--- config.mk ---
export PLATFORM = sky130hd
export DESIGN_NAME = dmem_access_ctrl
export DESIGN_NICKNAME = d
export VERILOG_FILES = /design/src/rtl/dmem_ctrl_pkg.sv /design/src/rtl/dmem_lane_align.sv /design/src/rtl/dmem_access_ctrl.sv
export SDC_FILE = /design/constraint.sdc
export NUM_CORES = 1
export LEC_CHECK = 0
export ABC_AREA = 0
export BUFFER_PORTS_ARGS = -buffer_cell sky130_fd_sc_hd__buf_2
export CELL_PAD_IN_SITES_DETAIL_PLACEMENT = 1
export CELL_PAD_IN_SITES_GLOBAL_PLACEMENT = 1
export CORE_MARGIN = 1.5
export CORE_UTILIZATION = 38
export CTS_BUF_LIST = sky130_fd_sc_hd__clkbuf_4
export DETAILED_ROUTE_END_ITERATION = 8
export PLACE_DENSITY = 0.88
export SLEW_MARGIN = 20
export SYNTH_ARGS = -nofsm -noshare
export SYNTH_HDL_FRONTEND = slang
export SYNTH_SLANG_ARGS = --single-unit
--- constraint.sdc ---
create_clock -name CLK -period 2.55 [get_ports CLK]
set_input_delay 0.1275 -clock CLK [delete_from_list [all_inputs] [get_ports CLK]]
set_output_delay 0.1275 -clock CLK [all_outputs]
set_load 0.02 [all_outputs]
--- src/rtl/dmem_ctrl_pkg.sv ---
// Shared encodings for the MEM-stage data-memory access controller.
// Contents: access size codes, FSM state codes, default timeout.
// No logic; imported by dmem_lane_align and dmem_access_ctrl.
package dmem_ctrl_pkg;

  // Access size field as carried in the EX/MEM register
  localparam logic [1:0] SZ_BYTE = 2'b00;
  localparam logic [1:0] SZ_HALF = 2'b01;
  localparam logic [1:0] SZ_WORD = 2'b10;
  localparam logic [1:0] SZ_RSVD = 2'b11;

  // Controller state encodings
  typedef logic [1:0] state_t;
  localparam state_t ST_IDLE  = 2'd0;
  localparam state_t ST_BUSY  = 2'd1;
  localparam state_t ST_DONE  = 2'd2;
  localparam state_t ST_FAULT = 2'd3;

  // Maximum BUSY cycles without an ack before the access faults
  localparam int TIMEOUT_DEF = 15;

endpackage

--- src/rtl/dmem_lane_align.sv ---
// Byte-lane alignment for a 4-lane data memory: legality, byte enables, store replication, load extract.
// Latency: purely combinational, zero cycles.
// Backpressure: none; the caller decides when the outputs are used.
// Ports: size/addr_lo select the access; wdata/rdata are the raw store/load words;
//        be, lane_wdata, rdata_ext and legal are the derived lane-level views.
module dmem_lane_align
  import dmem_ctrl_pkg::*;
#(
  parameter int DATA_W = 32
) (
  input  logic [1:0]        size,
  input  logic [1:0]        addr_lo,
  input  logic [DATA_W-1:0] wdata,
  input  logic [DATA_W-1:0] rdata,
  output logic [3:0]        be,
  output logic [DATA_W-1:0] lane_wdata,
  output logic [DATA_W-1:0] rdata_ext,
  output logic              legal
);

  logic [7:0]  rd_byte;
  logic [15:0] rd_half;

  // Pick the addressed lane(s) out of the full word
  assign rd_byte = rdata[{addr_lo, 3'b000} +: 8];
  assign rd_half = rdata[{addr_lo[1], 4'b0000} +: 16];

  always_comb begin
    be         = 4'b0000;
    lane_wdata = wdata;
    rdata_ext  = '0;
    legal      = 1'b0;
    case (size)
      SZ_BYTE: begin
        legal      = 1'b1;
        be         = 4'b0001 << addr_lo;
        lane_wdata = {4{wdata[7:0]}};
        rdata_ext  = {{(DATA_W-8){1'b0}}, rd_byte};
      end
      SZ_HALF: begin
        legal      = ~addr_lo[0];
        be         = 4'b0011 << {addr_lo[1], 1'b0};
        lane_wdata = {2{wdata[15:0]}};
        rdata_ext  = {{(DATA_W-16){1'b0}}, rd_half};
      end
      SZ_WORD: begin
        legal      = (addr_lo == 2'b00);
        be         = 4'b1111;
        lane_wdata = wdata;
        rdata_ext  = rdata;
      end
      default: begin
        legal = 1'b0;
      end
    endcase
  end

endmodule

--- src/rtl/dmem_access_ctrl.sv ---
// MEM-stage data-memory access sequencer driving a req/ack port with lane alignment.
// Latency: accept at cycle 0, request from cycle 1, Done the cycle after ack (min 2 cycles).
// Backpressure: Stall_Out holds the pipeline until Done, Fault or timeout; mem_req held until ack.
// Ports: CLK/CLR clock and async active-low reset; *_In access fields from EX/MEM;
//        mem_* memory port; Stall_Out/Done_Out/Fault_Out/RData_Out back to the pipeline.
module dmem_access_ctrl
  import dmem_ctrl_pkg::*;
#(
  parameter int ADDR_W  = 32,
  parameter int DATA_W  = 32,
  parameter int TIMEOUT = TIMEOUT_DEF
) (
  input  logic              CLK,
  input  logic              CLR,
  input  logic              Enable_In,
  input  logic              rw_In,
  input  logic [1:0]        Size_In,
  input  logic [ADDR_W-1:0] Addr_In,
  input  logic [DATA_W-1:0] WData_In,
  output logic              mem_req,
  output logic              mem_we,
  output logic [ADDR_W-1:0] mem_addr,
  output logic [3:0]        mem_be,
  output logic [DATA_W-1:0] mem_wdata,
  input  logic [DATA_W-1:0] mem_rdata,
  input  logic              mem_ack,
  output logic              Stall_Out,
  output logic              Done_Out,
  output logic [DATA_W-1:0] RData_Out,
  output logic              Fault_Out
);

  localparam int CNT_W = $clog2(TIMEOUT + 1);

  state_t              state;
  logic [CNT_W-1:0]    cnt;
  logic                we_q;
  logic [1:0]          size_q;
  logic [1:0]          lo_q;
  logic [ADDR_W-1:0]   addr_q;
  logic [3:0]          be_q;
  logic [DATA_W-1:0]   wdata_q;
  logic [DATA_W-1:0]   rdata_q;

  logic                busy;
  logic [1:0]          al_size;
  logic [1:0]          al_lo;
  logic [3:0]          al_be;
  logic [DATA_W-1:0]   al_wdata;
  logic [DATA_W-1:0]   al_rdata;
  logic                al_legal;

  assign busy = (state == ST_BUSY);

  // One aligner serves both ends of the access: while IDLE it decodes the
  // incoming request, while BUSY it extracts load data using the captured
  // size/offset, so the extract never sees a changed Size_In/Addr_In.
  assign al_size = busy ? size_q : Size_In;
  assign al_lo   = busy ? lo_q   : Addr_In[1:0];

  dmem_lane_align #(
    .DATA_W (DATA_W)
  ) u_lane_align (
    .size       (al_size),
    .addr_lo    (al_lo),
    .wdata      (WData_In),
    .rdata      (mem_rdata),
    .be         (al_be),
    .lane_wdata (al_wdata),
    .rdata_ext  (al_rdata),
    .legal      (al_legal)
  );

  always_ff @(posedge CLK or negedge CLR) begin
    if (!CLR) begin
      state   <= ST_IDLE;
      cnt     <= '0;
      we_q    <= 1'b0;
      size_q  <= SZ_BYTE;
      lo_q    <= 2'b00;
      addr_q  <= '0;
      be_q    <= 4'b0000;
      wdata_q <= '0;
      rdata_q <= '0;
    end else begin
      case (state)
        ST_IDLE: begin
          cnt <= '0;
          if (Enable_In) begin
            if (al_legal) begin
              we_q    <= rw_In;
              size_q  <= Size_In;
              lo_q    <= Addr_In[1:0];
              addr_q  <= {Addr_In[ADDR_W-1:2], 2'b00};
              be_q    <= al_be;
              wdata_q <= al_wdata;
              state   <= ST_BUSY;
            end else begin
              state <= ST_FAULT;
            end
          end
        end
        ST_BUSY: begin
          if (mem_ack) begin
            if (!we_q) begin
              rdata_q <= al_rdata;
            end
            cnt   <= '0;
            state <= ST_DONE;
          end else if (cnt == CNT_W'(TIMEOUT - 1)) begin
            cnt   <= '0;
            state <= ST_FAULT;
          end else begin
            cnt <= cnt + 1'b1;
          end
        end
        ST_DONE: begin
          state <= ST_IDLE;
        end
        default: begin
          state <= ST_IDLE;
        end
      endcase
    end
  end

  assign mem_req   = busy;
  assign mem_we    = busy & we_q;
  assign mem_addr  = addr_q;
  assign mem_be    = be_q;
  assign mem_wdata = wdata_q;
  assign RData_Out = rdata_q;
  assign Done_Out  = (state == ST_DONE);
  assign Fault_Out = (state == ST_FAULT);

  // Stall covers the accept cycle too; CLR gates it so the pipeline is
  // released the moment reset asserts even if Enable_In is still high.
  assign Stall_Out = CLR & (busy | ((state == ST_IDLE) & Enable_In));

endmodule

==> flow_metrics.tcl, run 1 <==
set metrics [dict create \
    status "finished, final reports clean" \
    final_max_slew_viol_count 0 \
    cp_cell_sequence "nand2b_2 > inv_4 > mux2i_2 > buf_4 > mux4_2 > a222oi_1 > o21ai_0" \
    crit_path_max_fanout 9 \
    synth-seq-area-share 0.529 \
    slowest_delay_ns 0.51 \
    end_kind "flip-flop" \
    dieArea_sq_mm 0.0143 \
    max_freq_ghz 0.413 \
    ant_nets 0 \
    clkPwrFrac 0.112 \
    netlist_area_sq_mm 0.00516 \
    drc_errors 0 \
    drt_iter0_markers 312 \
    grt_max_degree 110 \
    max_cap_viol_count 0 \
    power_uw 8740 \
    period_share 0.950 \
    start_util 0.389 \
    cts_tree "done" \
    synthDistinctLibCells 50 \
    pwr-share-seq 0.352 \
    vdd_drop_max_uv 576 \
    viasPerCell 5.33 \
    grt_use_met2 0.485 \
    combPwrFrac 0.536 \
    synth_warnings 0 \
    overflow 0 \
    drtPass1Iterations 4 \
    grt_util_all_layers 0.262 \
    numPortBuffers 205 \
    setup_violations 0 \
    grt_setup_unrepaired "no" \
    drt-wirelength-per-cell_um 20.4 \
    clk_pin_slew_ns 0.16 \
    swShare 0.446 \
    gp_congestion 0.819 \
    core_sq_mm 0.0132 \
    tightestPinTransition_ns 1.08 \
    met1_usage 0.290 \
    critPathBufInv 2 \
    critPathRequiredTime_ns 2.90 \
    path_delay_family "multiplexers" \
    num_rows 42 \
    synth_edf_count 0 \
    cts_made_buffers 9 \
    worst_setup_path_start_kind "flip-flop" \
    async_reset_ff_frac 1.00 \
    nets 841 \
    synth.ff_latch_count 109 \
    antenna_found_initial 1 \
    p_int_uw 4840 \
    tns_ns 0 \
    crit_type "flip-flop to flip-flop" \
    utilization 0.571 \
    post-route-min-period_ns 2.42 \
    cp.arrival_ns 2.77 \
    io_pins 208 \
    slew_headroom 0.279 \
    cts_max_level 3 \
    hold_path.class "input pin to flip-flop" \
    wl_mm 18.7 \
    fp.dieH_um 119 \
    die_w_um 119 \
    cts_root_buf "clkbuf_4" \
    skew_ns 0.0256 \
    cp_slowest_cell "mux4_2" \
    drive_gt1_frac 0.357 \
    synth.avg_cell_area_sq_um 11.9 \
    grt_pass1_wl_mm 28.9 \
    syn_to_final_growth_pct 46.7 \
    clk_latency_ns 0.47 \
    cts_sinks 109 \
    grt_pass1_vias 5428 \
    synth-main-ff-cell "dfrtp_1" \
    hold_viol 0 \
    grt-busiest-layer "met2" \
    clockBufferDepth 2 \
    p_leak_uw 0.00364 \
    pwr_density_cell_mw_per_mm2 1160 \
    vias 4891 \
    p_switching_uw 3900 \
    dp_hpwl_mm 11.7 \
    synthCells 434 \
    grt_util_met3 0.0536 \
]
-- placed cells by master, fill, tap and decap left out, types with 3 or more instances in the layout --
master,count
clkbuf_4,11
a211o_1,4
nand3_1,4
and2_1,3
buf_4,19
nor2_1,18
inv_1,5
mux2i_1,8
a21oi_1,5
o22ai_1,6
buf_2,204
buf_12,3
o211ai_1,6
a2111o_1,3
dlygate4sd3_1,91
o21ai_1,7
mux2_1,69
o21ai_0,13
a31oi_1,12
dfrtp_1,109
mux2_2,10
a22o_1,16
a222oi_1,4
nand2b_1,3
mux2i_4,3
nand2_1,57
a22oi_1,11
-- state kept, by name (all words and copies together), names as in the netlist --
register   cells
RData_Out     32
mem_be         4
mem_addr      30
lo_q           2
mem_wdata     32
cnt            4
we_q           1
state          2
size_q         2
-- synthesized netlist by cell type, types with 4 or more instances --
library cell  instances  area, sq um
a211o_1               4         35.0
a21oi_1               5         25.0
a222oi_1              4         40.0
a22o_1               16          140
a22oi_1              11         82.6
a31oi_1              12         75.1
buf_2                 5         25.0
buf_6                 7         78.8
clkbuf_1             13         48.8
dfrtp_1             109         2730
inv_1                 5         18.8
mux2_1               69          777
mux2_2               10          113
mux2i_1              11          110
nand2_1              57          214
nand2b_1              4         25.0
nand3_1               4         20.0
nor2_1               18         67.6
o211ai_1              6         45.0
o21ai_0              13         65.1
o21ai_1               7         35.0
o22ai_1               6         37.5
-- metal layers --
layer / part of all wire / up-vias
met1: 0.38 / 2467
met3: 0.054 / 41
met5: 0 / -
met2: 0.54 / 202
li1: - / 2181
met4: 0.029 / 0
-- worst min-delay path, cell delays in order --
cell     delay (ns)
buf_2          0.07
nor2_1         0.03
a31oi_1        0.12
mux2_1         0.14
-- cells by family (layout without fill, tap and decap cells) --
| family | count (synthesis) | count (layout) | synth area share |
|---|---|---|---|
| flip-flops | 109 | 109 | 0.529 |
| AND/OR/NAND/NOR | 96 | 96 | 0.0813 |
| multiplexers | 93 | 93 | 0.205 |
| buffers and inverters | 34 | 339 | 0.0383 |
| AO/OA/AOI/OAI | 99 | 99 | 0.141 |
| other | 1 | 3 | 0.000727 |
| adder cells (fa/ha/maj) | 2 | 2 | 0.00485 |
-- per-stage QoR --
stage | hold WS, ns | instances | setup slack, ns | cell area, sq um
CTS | 0.00303 | 914 | 0.0341 | 7510
global placement | 0.259 | 808 | 0.206 | 6450
detailed placement | 0.274 | 808 | 0.0588 | 6450
floorplan | -0.168 | 435 | 0.216 | 5160
global route | 0.0439 | 917 | 0.0934 | 7560
finish | 0.0523 | 917 | 0.129 | 7560
-- cell type report --
cell class	instances	area, sq um
diodes	1	2.50
clock buffers	11	82.6
clock inverters	4	72.6
fillers	1495	5680
inverters	6	25.0
multi-input cells	292	2270
flip-flops and latches	109	2730
well taps	176	220
repair buffers	318	2160
-- path summary, 6_finish.rpt --
| path | from | end | slack, ns | cells past startpoint |
|---|---|---|---|---|
| min | WData_In[25] | mem_wdata[25]$_DFFE_PN0P_ | 0.05 | 4 |
| max in group asynchronous | CLR | mem_addr[27]$_DFFE_PN0P_ | 1.81 | 3 |
| min reg2reg | mem_be[2]$_DFFE_PN0P_ | mem_be[2]$_DFFE_PN0P_ | 0.50 | 1 |
| max reg2reg | state[1]$_DFFE_PN0P_ | RData_Out[2]$_DFFE_PN0P_ | 0.13 | 7 |
| min in group asynchronous | CLR | RData_Out[1]$_DFFE_PN0P_ | 0.23 | 3 |
| max | state[1]$_DFFE_PN0P_ | RData_Out[2]$_DFFE_PN0P_ | 0.13 | 7 |
-- timing repair --
| action | 4_1_cts | 5_1_grt |
|---|---|---|
| resized for setup | 0 | 4 |
| buffers inserted | 0 | 1 |
| hold buffers | 91 | 0 |
| endpoints found under the hold margin | 199 | 0 |
| endpoints found under the setup margin | 0 | 53 |
-- power by group through the flow --
stage	Sequential [uW]	Combinational [uW]	Clock, uW
after floorplan	3950	1890	0
after global placement	3000	4270	0
after global routing	3170	5000	1080
after detailed placement	3080	4450	0
after CTS	3040	4570	1010
final	3080	4690	981
Power figures use the tool's default switching activity.
==> run 2: changes to the inputs <==
Settings changed: CORE_MARGIN 1.5 to default.
==> flow_metrics.tcl, run 2 (synthesis gave the netlist of run 1 again) <==
set metrics [dict create \
    cts_max_level 3 \
    slew_headroom 0.493 \
    skew_ns 0.0207 \
    numPortBuffers 205 \
    grt_util_all_layers 0.273 \
    cts_made_buffers 9 \
    wl_mm 18.7 \
    pwr_density_cell_mw_per_mm2 1130 \
    drt_iter0_markers 314 \
    drtPass1Iterations 4 \
    die_w_um 118 \
    layout_common_cells "buf_2 (204), dfrtp_1 (109), dlygate4sd3_1 (92)" \
    core_sq_mm 0.0132 \
    max_freq_ghz 0.410 \
    r2r-end "mem_wdata[3]$_DFFE_PN0P_" \
    antenna_found_initial 3 \
    crit_type "flip-flop to flip-flop" \
    status "finished, final reports clean" \
    r2r_start "state[1]$_DFFE_PN0P_" \
    ant_nets 0 \
    grt-busiest-layer "met2" \
    overflow 0 \
    tns_ns 0 \
    grt_setup_unrepaired "no" \
    met1_usage 0.313 \
    dp_hpwl_mm 11.7 \
    final_max_slew_viol_count 0 \
    nets 841 \
    end_kind "flip-flop" \
    start_util 0.389 \
    path_delay_family "multiplexers" \
    cts_hold_buf 91 \
    period_share 0.956 \
    hp-start "mem_rdata[7]" \
    gp_congestion 0.823 \
    hold_path.class "input pin to flip-flop" \
    slowest_delay_ns 0.45 \
    worst_setup_path_start_kind "flip-flop" \
    num_rows 42 \
    ctsResizeCount 0 \
    tightestPinTransition_ns 0.760 \
    max_cap_viol_count 0 \
    postCtsSetupRepairBufs 0 \
    cp.arrival_ns 2.80 \
    final_common_cell "buf_2" \
    post-route-min-period_ns 2.44 \
    grt_max_degree 110 \
    vias 4914 \
    grt_pass1_vias 5455 \
    critPathRequiredTime_ns 2.92 \
    drive_gt1_frac 0.352 \
    grt_pass1_wl_mm 29.8 \
    r2r_cells 7 \
    crit_path_max_fanout 22 \
    setup_violations 0 \
    fp.dieH_um 118 \
    power_uw 8450 \
    io_pins 208 \
    holdPathStages 4 \
    hold_viol 0 \
    dieArea_sq_mm 0.0140 \
    grt_util_met3 0.0516 \
    viasPerCell 5.36 \
    cts_tree "done" \
    cts_sinks 109 \
    clk_pin_slew_ns 0.15 \
    critPathBufInv 2 \
    cp_slowest_cell "mux2i_2" \
    clk_latency_ns 0.48 \
    p_leak_uw 0.00360 \
    rrSetupSlack_ns 0.11 \
    vdd_drop_max_uv 465 \
    drt-wirelength-per-cell_um 20.4 \
    grt_use_met2 0.486 \
    hold_end "RData_Out[7]$_DFFE_PN0P_" \
    cp_cell_sequence "nand2b_1 > inv_2 > mux2i_2 > a21oi_2 > o21ai_4 > buf_4 > mux2_1" \
    drc_errors 0 \
    clockBufferDepth 2 \
    cts_root_buf "clkbuf_4" \
    syn_to_final_growth_pct 44.9 \
]
## run 2: metal layers
metal	wire, um	share of wire	up-vias
li1	-	-	2194
met1	7130	0.38	2469
met2	9880	0.53	200
met3	985	0.053	51
met4	666	0.036	0
met5	0	0	-
## run 2: where the power goes
group | leakage (uW) | internal, uW | switching, uW
combinational | 0.00220 | 1830 | 2800
clock | 0.0000517 | 192 | 547
sequential | 0.00135 | 2550 | 530
## run 2: how the worst max path moves through the flow
stage	slack (ns)	to	startpoint	cells after the start
floorplan	0.22	mem_addr[22]$_DFFE_PN0P_	state[1]$_DFFE_PN0P_	8
global placement	0.32	mem_wdata[0]$_DFFE_PN0P_	state[1]$_DFFE_PN0P_	7
detailed placement	0.1	RData_Out[5]$_DFFE_PN0P_	state[1]$_DFFE_PN0P_	7
CTS	0.08	RData_Out[5]$_DFFE_PN0P_	state[0]$_DFFE_PN0P_	7
global route	0.00009	mem_wdata[3]$_DFFE_PN0P_	state[1]$_DFFE_PN0P_	7
finish	0.11	mem_wdata[3]$_DFFE_PN0P_	state[1]$_DFFE_PN0P_	7
## run 2: layout make-up
type	count	area, sq um
Clock inverter	3	16.3
Antenna cell	3	7.51
Sequential cell	109	2730
Fill cell	1509	5770
Timing Repair Buffer	318	2130
Inverter	6	22.5
Clock buffer	10	75.1
Multi-Input combinational cell	292	2270
Tap cell	176	220
## run 2: worst min-delay path: cells and delay by family
family                 cells  cell delay, ns
AOI/OAI and AO/OA          2            0.17
buffers and inverters      2            0.17
## run 2: through the flow
step	cells	hold slack (ns)	utilization	instance area (sq um)	setup WS (ns)
global placement	809	0.267	0.486	6440	0.321
detailed placement	809	0.278	0.486	6440	0.0998
finish	917	0.0303	0.564	7470	0.113
CTS	913	0.000288	0.562	7440	0.0832
global route	917	0.0386	0.564	7470	0.0000928
floorplan	435	-0.168	-	5160	0.216
